`src/rtl/fadd_pkg.sv`:
```
// Shared types and helpers for the pipelined single-precision adder.
package fadd_pkg;

    typedef struct packed {
        logic       sign;
        logic [7:0] exp;
        logic [22:0] man;
    } float32_t;

    localparam logic [31:0] QNAN    = 32'h7FC0_0000;
    localparam logic [7:0]  EXP_MAX = 8'd255;

    typedef enum logic [1:0] {
        CLS_ZERO = 2'd0,
        CLS_NORM = 2'd1,
        CLS_INF  = 2'd2,
        CLS_NAN  = 2'd3
    } fclass_e;

    // Denormals carry no weight inside the adder; keep only the sign.
    function automatic float32_t flush_denorm(input float32_t f);
        float32_t r;
        r = f;
        if (f.exp == 8'd0) begin
            r.man = 23'd0;
        end else begin
            r.man = f.man;
        end
        return r;
    endfunction

    function automatic fclass_e classify(input float32_t f);
        fclass_e c;
        if (f.exp == 8'd0) begin
            c = CLS_ZERO;
        end else if (f.exp != EXP_MAX) begin
            c = CLS_NORM;
        end else if (f.man == 23'd0) begin
            c = CLS_INF;
        end else begin
            c = CLS_NAN;
        end
        return c;
    endfunction

endpackage

```
`src/rtl/fadd_pipe_fadd.sv`:
```
// Combinational float32 adder, round-to-nearest-even. Operands must be normal or zero;
// results below the normal range flush to signed zero, overflow reports exponent 255.
module fadd
    import fadd_pkg::*;
(
    input  float32_t    a_i,
    input  float32_t    b_i,
    output logic [31:0] y_o
);

    logic        swap_s, big_sign_s, eff_sub_s, rnd_up_s;
    logic [30:0] big_mag_s, sml_mag_s;
    logic [7:0]  d_s;
    logic [26:0] mb_x_s, ms_x_s, ms_sh_s, lost_s, norm_s;
    logic [27:0] sum_s;
    logic [4:0]  lz_s;
    logic [9:0]  exp_n_s, exp_r_s;
    logic [24:0] mr_s;

    assign swap_s     = b_i[30:0] > a_i[30:0];
    assign big_mag_s  = swap_s ? b_i[30:0] : a_i[30:0];
    assign sml_mag_s  = swap_s ? a_i[30:0] : b_i[30:0];
    assign big_sign_s = swap_s ? b_i.sign : a_i.sign;
    assign eff_sub_s  = a_i.sign ^ b_i.sign;
    assign d_s        = big_mag_s[30:23] - sml_mag_s[30:23];
    assign mb_x_s     = {(big_mag_s[30:23] != 8'd0), big_mag_s[22:0], 3'b000};
    assign ms_x_s     = {(sml_mag_s[30:23] != 8'd0), sml_mag_s[22:0], 3'b000};

    // Align the smaller operand, folding shifted-out bits into a sticky bit.
    always_comb begin
        lost_s  = 27'd0;
        ms_sh_s = 27'd0;
        if (d_s >= 8'd27) begin
            ms_sh_s = {26'd0, |ms_x_s};
        end else begin
            lost_s  = ms_x_s & ((27'd1 << d_s) - 27'd1);
            ms_sh_s = (ms_x_s >> d_s) | {26'd0, |lost_s};
        end
    end

    assign sum_s = eff_sub_s ? ({1'b0, mb_x_s} - {1'b0, ms_sh_s})
                             : ({1'b0, mb_x_s} + {1'b0, ms_sh_s});

    // Normalize: one right shift on carry-out, otherwise left by leading-zero count.
    always_comb begin
        lz_s    = 5'd0;
        norm_s  = sum_s[26:0];
        exp_n_s = {2'b00, big_mag_s[30:23]};
        if (sum_s[27]) begin
            norm_s  = {sum_s[27:2], sum_s[1] | sum_s[0]};
            exp_n_s = {2'b00, big_mag_s[30:23]} + 10'd1;
        end else begin
            for (int i = 0; i < 27; i++) begin
                if (sum_s[i]) begin
                    lz_s = 5'(26 - i);
                end else begin
                    lz_s = lz_s;
                end
            end
            norm_s  = sum_s[26:0] << lz_s;
            exp_n_s = {2'b00, big_mag_s[30:23]} - {5'd0, lz_s};
        end
    end

    assign rnd_up_s = norm_s[2] & (norm_s[1] | norm_s[0] | norm_s[3]);
    assign mr_s     = {1'b0, norm_s[26:3]} + {24'd0, rnd_up_s};
    assign exp_r_s  = exp_n_s + {9'd0, mr_s[24]};

    // Pack the result; exact cancellation yields +0 unless both inputs were -0.
    always_comb begin
        y_o = 32'd0;
        if (sum_s == 28'd0) begin
            y_o = {a_i.sign & b_i.sign, 31'd0};
        end else if (exp_r_s[9] || (exp_r_s == 10'd0)) begin
            y_o = {big_sign_s, 31'd0};
        end else if (exp_r_s >= 10'd255) begin
            y_o = {big_sign_s, EXP_MAX, 23'd0};
        end else begin
            y_o = {big_sign_s, exp_r_s[7:0], (mr_s[24] ? mr_s[23:1] : mr_s[22:0])};
        end
    end

endmodule

```
`src/rtl/fadd_pipe.sv`:
```
// Two-stage valid/ready pipeline around fadd with sticky overflow/invalid flags.
// Define FADD_PIPE_SPECIAL_EN to classify Inf/NaN operands in S1 and bypass the adder.
module fadd_pipe
    import fadd_pkg::*;
#(
    parameter int TAG_W = 4
) (
    input  logic             clk,
    input  logic             rstn,
    input  logic             in_valid,
    output logic             in_ready,
    input  logic             in_sub,
    input  logic [31:0]      in_x1,
    input  logic [31:0]      in_x2,
    input  logic [TAG_W-1:0] in_tag,
    output logic             out_valid,
    input  logic             out_ready,
    output logic [31:0]      out_y,
    output logic [TAG_W-1:0] out_tag,
    output logic             flag_ovf,
    output logic             flag_inv,
    input  logic             flag_clr
);

    float32_t         x1_s, x2_s, s1_a_q, s1_a_d, s1_b_q, s1_b_d;
    logic             s1_valid_q, s1_valid_d, s2_valid_q, s2_valid_d;
    logic [TAG_W-1:0] s1_tag_q, s1_tag_d, tag_q, tag_d;
    logic [31:0]      y_q, y_d, y_add_s, res_y_s;
    logic             ovf_q, ovf_d, res_ovf_s, res_inv_s;
    logic             s1_adv_s, s1_load_s, s2_load_s;

    assign x1_s      = in_x1;
    assign x2_s      = {in_x2[31] ^ in_sub, in_x2[30:0]};
    assign s1_adv_s  = !s2_valid_q || out_ready;
    assign in_ready  = !s1_valid_q || s1_adv_s;
    assign s1_load_s = in_valid && in_ready;
    assign s2_load_s = s1_valid_q && s1_adv_s;

    fadd u_fadd (
        .a_i (s1_a_q),
        .b_i (s1_b_q),
        .y_o (y_add_s)
    );

`ifdef FADD_PIPE_SPECIAL_EN
    fclass_e     c1_s, c2_s;
    logic        byp_s, byp_d, s1_byp_q, inv_s, s1_inv_q, inv_q, inv_d;
    logic [31:0] byp_y_s, s1_byp_y_q, byp_y_d;

    assign c1_s = classify(x1_s);
    assign c2_s = classify(x2_s);

    // Operand classification: NaN dominates, opposite infinities are invalid.
    always_comb begin
        byp_s   = 1'b1;
        inv_s   = 1'b0;
        byp_y_s = 32'd0;
        if ((c1_s == CLS_NAN) || (c2_s == CLS_NAN)) begin
            byp_y_s = QNAN;
        end else if ((c1_s == CLS_INF) && (c2_s == CLS_INF) && (x1_s.sign != x2_s.sign)) begin
            byp_y_s = QNAN;
            inv_s   = 1'b1;
        end else if (c1_s == CLS_INF) begin
            byp_y_s = x1_s;
        end else if (c2_s == CLS_INF) begin
            byp_y_s = x2_s;
        end else begin
            byp_s = 1'b0;
        end
    end

    assign byp_d     = s1_load_s ? byp_s   : s1_byp_q;
    assign byp_y_d   = s1_load_s ? byp_y_s : s1_byp_y_q;
    assign inv_d     = (s1_load_s ? inv_s  : s1_inv_q);
    assign res_inv_s = s1_byp_q && s1_inv_q;
    assign flag_inv  = inv_q;

    // Bypass-path state for the special-operand classification.
    always_ff @(posedge clk or negedge rstn) begin
        if (!rstn) begin
            s1_byp_q   <= 1'b0;
            s1_byp_y_q <= 32'd0;
            s1_inv_q   <= 1'b0;
            inv_q      <= 1'b0;
        end else begin
            s1_byp_q   <= byp_d;
            s1_byp_y_q <= byp_y_d;
            s1_inv_q   <= inv_d;
            inv_q      <= (inv_q && !flag_clr) || (s2_load_s && res_inv_s);
        end
    end
`else
    assign res_inv_s = 1'b0;
    assign flag_inv  = res_inv_s;
`endif

    // Result selection: adder overflow saturates to a clean signed infinity.
    always_comb begin
        res_ovf_s = 1'b0;
        res_y_s   = y_add_s;
`ifdef FADD_PIPE_SPECIAL_EN
        if (s1_byp_q) begin
            res_y_s = s1_byp_y_q;
        end else
`endif
        if (y_add_s[30:23] == EXP_MAX) begin
            res_ovf_s = 1'b1;
            res_y_s   = {y_add_s[31], EXP_MAX, 23'd0};
        end else begin
            res_y_s = y_add_s;
        end
    end

    // Next state: S1 refills whenever it is free or draining, S2 holds under backpressure.
    always_comb begin
        s1_valid_d = in_ready ? in_valid : s1_valid_q;
        s1_a_d     = s1_load_s ? flush_denorm(x1_s) : s1_a_q;
        s1_b_d     = s1_load_s ? flush_denorm(x2_s) : s1_b_q;
        s1_tag_d   = s1_load_s ? in_tag : s1_tag_q;
        s2_valid_d = s1_adv_s ? s1_valid_q : s2_valid_q;
        y_d        = s2_load_s ? res_y_s : y_q;
        tag_d      = s2_load_s ? s1_tag_q : tag_q;
        ovf_d      = (ovf_q && !flag_clr) || (s2_load_s && res_ovf_s);
    end

    // Pipeline and sticky-flag registers.
    always_ff @(posedge clk or negedge rstn) begin
        if (!rstn) begin
            s1_valid_q <= 1'b0;
            s1_a_q     <= '0;
            s1_b_q     <= '0;
            s1_tag_q   <= '0;
            s2_valid_q <= 1'b0;
            y_q        <= 32'd0;
            tag_q      <= '0;
            ovf_q      <= 1'b0;
        end else begin
            s1_valid_q <= s1_valid_d;
            s1_a_q     <= s1_a_d;
            s1_b_q     <= s1_b_d;
            s1_tag_q   <= s1_tag_d;
            s2_valid_q <= s2_valid_d;
            y_q        <= y_d;
            tag_q      <= tag_d;
            ovf_q      <= ovf_d;
        end
    end

    assign out_valid = s2_valid_q;
    assign out_y     = y_q;
    assign out_tag   = tag_q;
    assign flag_ovf  = ovf_q;

endmodule

```
`config.mk`:
```
export PLATFORM = sky130hd
export DESIGN_NAME = fadd_pipe
export DESIGN_NICKNAME = d
export VERILOG_FILES = /design/src/rtl/fadd_pkg.sv /design/src/rtl/fadd_pipe_fadd.sv /design/src/rtl/fadd_pipe.sv
export SDC_FILE = /design/constraint.sdc
export NUM_CORES = 1
export LEC_CHECK = 0
export CAP_MARGIN = 5
export CORE_ASPECT_RATIO = 1.1
export CORE_MARGIN = 2
export CORE_UTILIZATION = 46
export CTS_CLUSTER_SIZE = 12
export DETAILED_ROUTE_END_ITERATION = 6
export PLACE_DENSITY = 0.64
export SYNTH_ARGS = -nofsm -noshare
export SYNTH_HDL_FRONTEND = slang
export SYNTH_HIERARCHICAL = 1
export SYNTH_SLANG_ARGS = --single-unit
```
`constraint.sdc`:
```
create_clock -name clk -period 13.5 [get_ports clk]
set_clock_uncertainty 0.2 [all_clocks]
set_input_delay 2.025 -clock clk [delete_from_list [all_inputs] [get_ports clk]]
set_output_delay 2.025 -clock clk [all_outputs]
set_load 0.05 [all_outputs]
```
### After elaboration in Yosys (flattened, before gate mapping)

Index checks and enable logic that the tools add are counted.

| storage, ports and cells | value |
|---|---|
| flip-flop bits (word level) | 107 |
| word-level logic and storage cells | 98 |
| output and inout bits | 40 |
| input port bits | 74 |

| operators by class | value |
|---|---|
| order comparisons | 3 |
| reductions and logical operators | 19 |
| add/subtract/negate cells | 8 |
| equality and inequality tests | 1 |
| shift operators | 3 |
| bitwise operators | 9 |
| muxes and demuxes | 43 |

Operator list:

| cell | number |
|---|---|
| $mux W31 | 5 |
| $mux W5 | 28 |
| $mux W23 | 3 |
| $mux W27 | 2 |
| $mux W32 | 1 |
| $gt A31 B31 Y1 | 1 |
| $add A27 B27 Y28 | 1 |
| $logic_not A28 Y1 | 1 |
| $mux W28 | 1 |
| $sub A27 B27 Y28 | 1 |
| $and A27 B27 Y27 | 1 |
| $or A27 B1 Y27 | 1 |
| $reduce_or A27 Y1 | 1 |
| $shl A1 B8 Y27 const A | 1 |
| $shl A27 B5 Y27 | 1 |
| $shr A27 B8 Y27 | 1 |
| $sub A27 B1 Y27 const B | 1 |
| $add A24 B1 Y25 | 1 |
| $reduce_or A24 Y1 | 1 |
| $logic_not A8 Y1 | 2 |
| $reduce_bool A8 Y1 | 2 |
| $add A10 B1 Y10 | 1 |
| $ge A10 B8 Y1 const B | 1 |
| $logic_not A10 Y1 | 1 |
| other kinds (13) | 26 |

### Logic depth before layout (Yosys ltp)

| logic depth | value |
|---|---|
| depth in word-level cells | 54 |
| depth in mapped cells | 78 |
| gate-level depth less buffers | 64 |

### Hierarchy

The synthesis kept the hierarchy.

By module, submodules not included:

| module | seq. area each (µm²) | area an instance (µm²) | instances | cells an instance |
|---|---|---|---|---|
| fadd | 0.0 | 12,605.8 | 1 | 1,979 |
| fadd_pipe | 2,677.6 | 4,395.5 | 1 | 332 |

### Least setup slack after synthesis

No wires, ideal clock.

| timing path | value |
|---|---|
| path kind | flip-flop to flip-flop |
| start | reg s1_a_q[19] (netlist bit) |
| end | reg y_q[10] (netlist: out_y[10]) |
| library setup time | 0.132 ns |
| arrival | 14.143 ns |
| required time | 13.168 ns |
| slack | -0.975 ns |
| period minus slack after synthesis | 14.475 ns |
| cell stages (with the launch flop) | 74 |
| path buffers | 12 |
| cells stage by stage | dfrtp_1 inv_1 ha_1 nand4_2 nor4_4 and4_1 nor3_4 buf_4 nand2_4 buf_6 buf_2 clkbuf_1 buf_1 buf_1 buf_1 mux2i_1 ha_1 nand2_1 [... 38 more ...] a21bo_2 or3_1 nor4_4 nand4_4 nor2_1 ha_1 nor2b_1 inv_1 nor2_1 xnor2_1 inv_1 or4_1 o41a_1 a21boi_0 nand4_1 nor2_1 clkbuf_1 o2bb2ai_1 |

| on the way | value |
|---|---|
| longest elaborated chain between the ends | 52 |
| elaborated cells between the ends (all ways) | 67 |
| those cells by class | add/sub: 8; order compare: 3; eq/ne: 1; shift: 3; mux: 39; bitwise: 6; reduce/logical: 7 |

RTL lines:

| element | line | RTL |
|---|---|---|
| from (decl) | fadd_pipe.sv:25 | `float32_t x1_s, x2_s, s1_a_q, s1_a_d, s1_b_q, s1_b_d;` |
| from (signal assigned) | fadd_pipe.sv:130 | `s1_a_q <= '0;` |
| from (signal assigned) | fadd_pipe.sv:139 | `s1_a_q <= s1_a_d;` |
| $gt A31 B31 Y1 | fadd_pipe_fadd.sv:20 | `assign swap_s = b_i[30:0] > a_i[30:0];` |
| $mux W31, on equally long branches | fadd_pipe_fadd.sv:21, fadd_pipe_fadd.sv:22 |  |
| $sub A8 B8 Y8 | fadd_pipe_fadd.sv:25 | `assign d_s = big_mag_s[30:23] - sml_mag_s[30:23];` |
| $shl A1 B8 Y27 | fadd_pipe_fadd.sv:36 | `lost_s = ms_x_s & ((27'd1 << d_s) - 27'd1);` |
| $sub A27 B1 Y27 | fadd_pipe_fadd.sv:36 |  |
| $and A27 B27 Y27 | fadd_pipe_fadd.sv:36 |  |
| $reduce_or A27 Y1 | fadd_pipe_fadd.sv:37 | `ms_sh_s = (ms_x_s >> d_s) \| {26'd0, \|lost_s};` |
| $or A27 B1 Y27 | fadd_pipe_fadd.sv:37 |  |
| [... 37 more ...] | -- |  |
| $add A10 B1 Y10 | fadd_pipe_fadd.sv:67 | `assign exp_r_s = exp_n_s + {9'd0, mr_s[24]};` |
| $ge A10 B8 Y1 / $logic_not A10 Y1 (equally long branches) | fadd_pipe_fadd.sv:76, fadd_pipe_fadd.sv:74 |  |
| $mux W31 / $logic_or A1 B1 Y1 (equally long branches) | fadd_pipe_fadd.sv:76, fadd_pipe_fadd.sv:74 |  |
| $mux W31 | fadd_pipe_fadd.sv:74 | `end else if (exp_r_s[9] \|\| (exp_r_s == 10'd0)) begin` |
| $mux W32 * | fadd_pipe_fadd.sv:72 | `if (sum_s == 28'd0) begin` |
| via y_add_s[25] | fadd_pipe.sv:28 | `logic [31:0] y_q, y_d, y_add_s, res_y_s;` |
| $eq A8 B8 Y1 * | fadd_pipe.sv:106 | `if (y_add_s[30:23] == EXP_MAX) begin` |
| $mux W31 * | fadd_pipe.sv:106 |  |
| to (signal assigned) | fadd_pipe.sv:143 | `y_q <= y_d;` |
| to (decl) | fadd_pipe.sv:28 |  |

The timed path passes the listed nets; every way through them passes the cells marked *. The select of a mux whose other input is x is not followed.
A chain may end at the register's enable or synchronous reset.

### Final worst setup path

| timing path | value |
|---|---|
| start | reg s1_a_q[13] (netlist bit) |
| end | reg y_q[13] (netlist: out_y[13]) |

The elaborated chain is that of the path after synthesis.

==> results by group <==
GRT
  – Vias in the first global route: 18,950
  – Global-route wire length before repair: 110,800 um
  – Largest net degree at the start of global routing: 78
  – GRT Residual Overflow: 0
  – Initial antenna violation count: 0
  – All-layer global routing usage: 36.74%

Routing
  – Routed Antenna Nets: 0
  – Wirelength, routed: approximately 74,000 um
  – Vias: 20,280
  – Mean routed wirelength per cell: about 25 um
  – # DRC: 15
  – Detailed-route vias per instance: 6.768
  – DRT Pass-1 Iters: 7
  – Drt initial violations: between 2,000 and 2,500

Synthesis
  – Post-synth EDFFs: 0
  – Flops & latches, synth: 107
  – Most instantiated cells after synthesis: nand2_1, nor2_1, a21oi_1
  – Area share of the largest cell type after synthesis: 15.75%
  – Mapped Nets: 2,479
  – Syn_area_per_cell: 7.357 um^2
  – Most used DFF post-synth: dfrtp_1
  – Mapped Cells: 2,311
  – Async SR Flop Fraction: 100.0%
  – Ys Warns: 6
  – Area leader, netlist: dfrtp_1
  – Seq/Total Area, Yosys: between 15 and 20%
  – Area contributors post-synth: dfrtp_1, ha_1, a21oi_1
  – Count leader, synth: nand2_1
  – Yosys cell types: around 120
  – Post-Syn Area: between 15,000 and 20,000 um^2

Clock tree
  – CTS Sinks: 107
  – CTS tree: done
  – Clk root buf: clkbuf_16
  – CTS Buffer Depth: 2
  – Htree depth: 3
  – Clk_lat worst skew: 0.38 ns
  – Reg clk slew, reported paths: 0.08 ns
  – Hold_buf cts: 0
  – CTS Buf Count: 9

Finish
  – Antenna Cells: 0
  – Share of layout cells above drive strength 1: 18.96%
  – Area growth syn-to-layout: 21.14%
  – Design area: 20,590 um^2
  – Number of nets in the layout: about 2,700
  – Util after Layout: 56.80%

Setup path
  – CP Max Fanout: 6
  – Critical Path End Type: flip-flop
  – Critical Path Max Stage Delay: roughly 0.5 ns
  – CP Data Required Time: 13.56 ns
  – Critical-path top delay cell: or4_1
  – CP Launch Type: flip-flop
  – Arrival @ worst endpoint: around 13 ns
  – Crit Path Class: reg -> reg

Run status
  – Failing checks: DRC
  – Status: finished with violations

Place
  – Number of port buffers: between 100 and 150
  – Dpl ws: -0.2699 ns
  – DPL Wire Length: about 58,000 um
  – Placement Cell Area: 19,380 um^2
  – Routability cong.: roughly 1

STA
  – Final worst path period need: 13.17 ns
  – Final hold violation count: 0
  – Worst-Margin Slew: roughly 1.1 ns
  – Pins Over Slew Limit: 0
  – Setup ws final: 0.3286 ns
  – Finish-stage setup viols: 0
  – Relative slew slack: 25.03%
  – F_max: roughly 76 MHz
  – Final period util: 97.57%

Floorplanning
  – Die ar.: 38,510 um^2
  – Die W: 187.3 um
  – # IOs: 114
  – Initial Utilization: between 40% and 50%
  – Die Height: 205.6 um
  – Core region area: 36,260 um^2
  – Row cnt: 73

Flow run
  – MaxCap Viol Count: 0

Worst hold path
  – Class of the worst hold path: reg -> reg
==> layout by cell type, fill, tap and decap left out, types with 10 or more instances in the layout <==
master / count
or2_2: 11
a31oi_1: 22
xor2_1: 17
nor4_1: 26
o31ai_1: 14
nor2b_1: 10
nand2_1: 232
o2bb2ai_1: 25
or3_1: 20
a21o_1: 30
a21oi_2: 10
buf_4: 213
nand2b_1: 27
o31a_1: 11
mux2_2: 43
a21oi_1: 169
inv_1: 108
clkdlybuf4s50_1: 111
o22ai_1: 22
o211a_1: 10
mux2i_1: 66
xnor2_1: 31
o21a_1: 14
dfrtp_1: 105
and2_1: 29
nand3_1: 98
a221oi_1: 12
a211oi_1: 26
nand4_1: 21
o21ai_1: 28
o211ai_1: 29
clkbuf_16: 11
nor2_1: 182
nor3_1: 63
and3_1: 67
a22o_1: 54
o21bai_1: 10
o21ai_0: 119
a211oi_2: 12
ha_1: 85
==> repair_timing <==
item                       in CTS  in global routing
pin swaps                       4                 39
gates resized for setup        10                115
buffers inserted                5                 37
gates cloned                    0                  7
setup endpoints to repair      24                 27
==> path summary, 6_finish.rpt <==
| path | depth (start not counted) | endpoint | from | slack (ns) |
|---|---|---|---|---|
| min in group asynchronous | 1 | s1_b_q[14] | rstn | 1.39 |
| max in group asynchronous | 2 | out_y[6] | rstn | 10.36 |
| worst max register to register | 62 | out_y[13] | s1_a_q[13] | 0.33 |
| worst min-delay path | 1 | out_y[8] | out_y[8] | 0.29 |
| worst max-delay path | 62 | out_y[13] | s1_a_q[13] | 0.33 |
| worst min register to register | 1 | out_y[8] | out_y[8] | 0.29 |
==> registers in the layout (all words and copies together), names as in the netlist <==
name	cells
s1_valid_q	1
s1_tag_q	4
out_y	32
s1_b_q	32
s1_a_q	32
out_valid	1
out_tag	4
flag_ovf	1
==> area by class of cell <==
type | count | area (um^2)
fillers | 3513 | 15670
multi-input cells | 1938 | 13700
repair buffers | 335 | 2882
flip-flops and latches | 107 | 2680
well taps | 487 | 609.3
inverters | 114 | 427.9
clock buffers | 9 | 225.2
clock inverters | 7 | 73.82
==> kinds of logic (layout without fill, tap and decap cells) <==
kind of cell,count (synthesis),count (layout),share of synthesized area (%)
flops,107,107,15.75
other cells,1,1,0.02206
simple gates,883,883,26.67
compound gates,789,791,33.25
xor+xnor,52,52,2.679
fa+ha+maj,94,94,7.006
buf+inv,268,465,6.903
mux,117,117,7.720
==> worst max-delay path: cells and delay by family, from the launching register on <==
family                     cells  cell delay [ns]
xor gates and xnor gates       2             0.35
buffers and inverters         10             1.43
muxes                          1             0.13
AOI/OAI and AO/OA             21             5.04
and+or+nand+nor               24             4.51
DFF                            1             0.40
adders and majority gates      4             1.00
==> through the flow <==
stage / hold WS, ns / cells / TNS, ns
after global routing: 0.3137 / 2997 / -5.456
after floorplan: 0.2749 / 2311 / 0
final: 0.2901 / 2997 / 0
after CTS: 0.2948 / 2953 / 0
after global placement: 0.2746 / 2932 / -2.412
after detailed placement: 0.2729 / 2932 / -5.835
==> routing by layer <==
| layer | global-route usage (%) | share of wire, % | wire [um] |
|---|---|---|---|
| met1 | 45.02 | 40 | 29360 |
| met2 | 61.38 | 46 | 33880 |
| met3 | 5.833 | 7.5 | 5550 |
| met4 | 21.40 | 6.9 | 5120 |
| met5 | 0 | 0 | 0 |
Power is left out: the tool's default activity adds up to more than one toggle a clock period on the data nets, which glitch-free logic cannot reach.
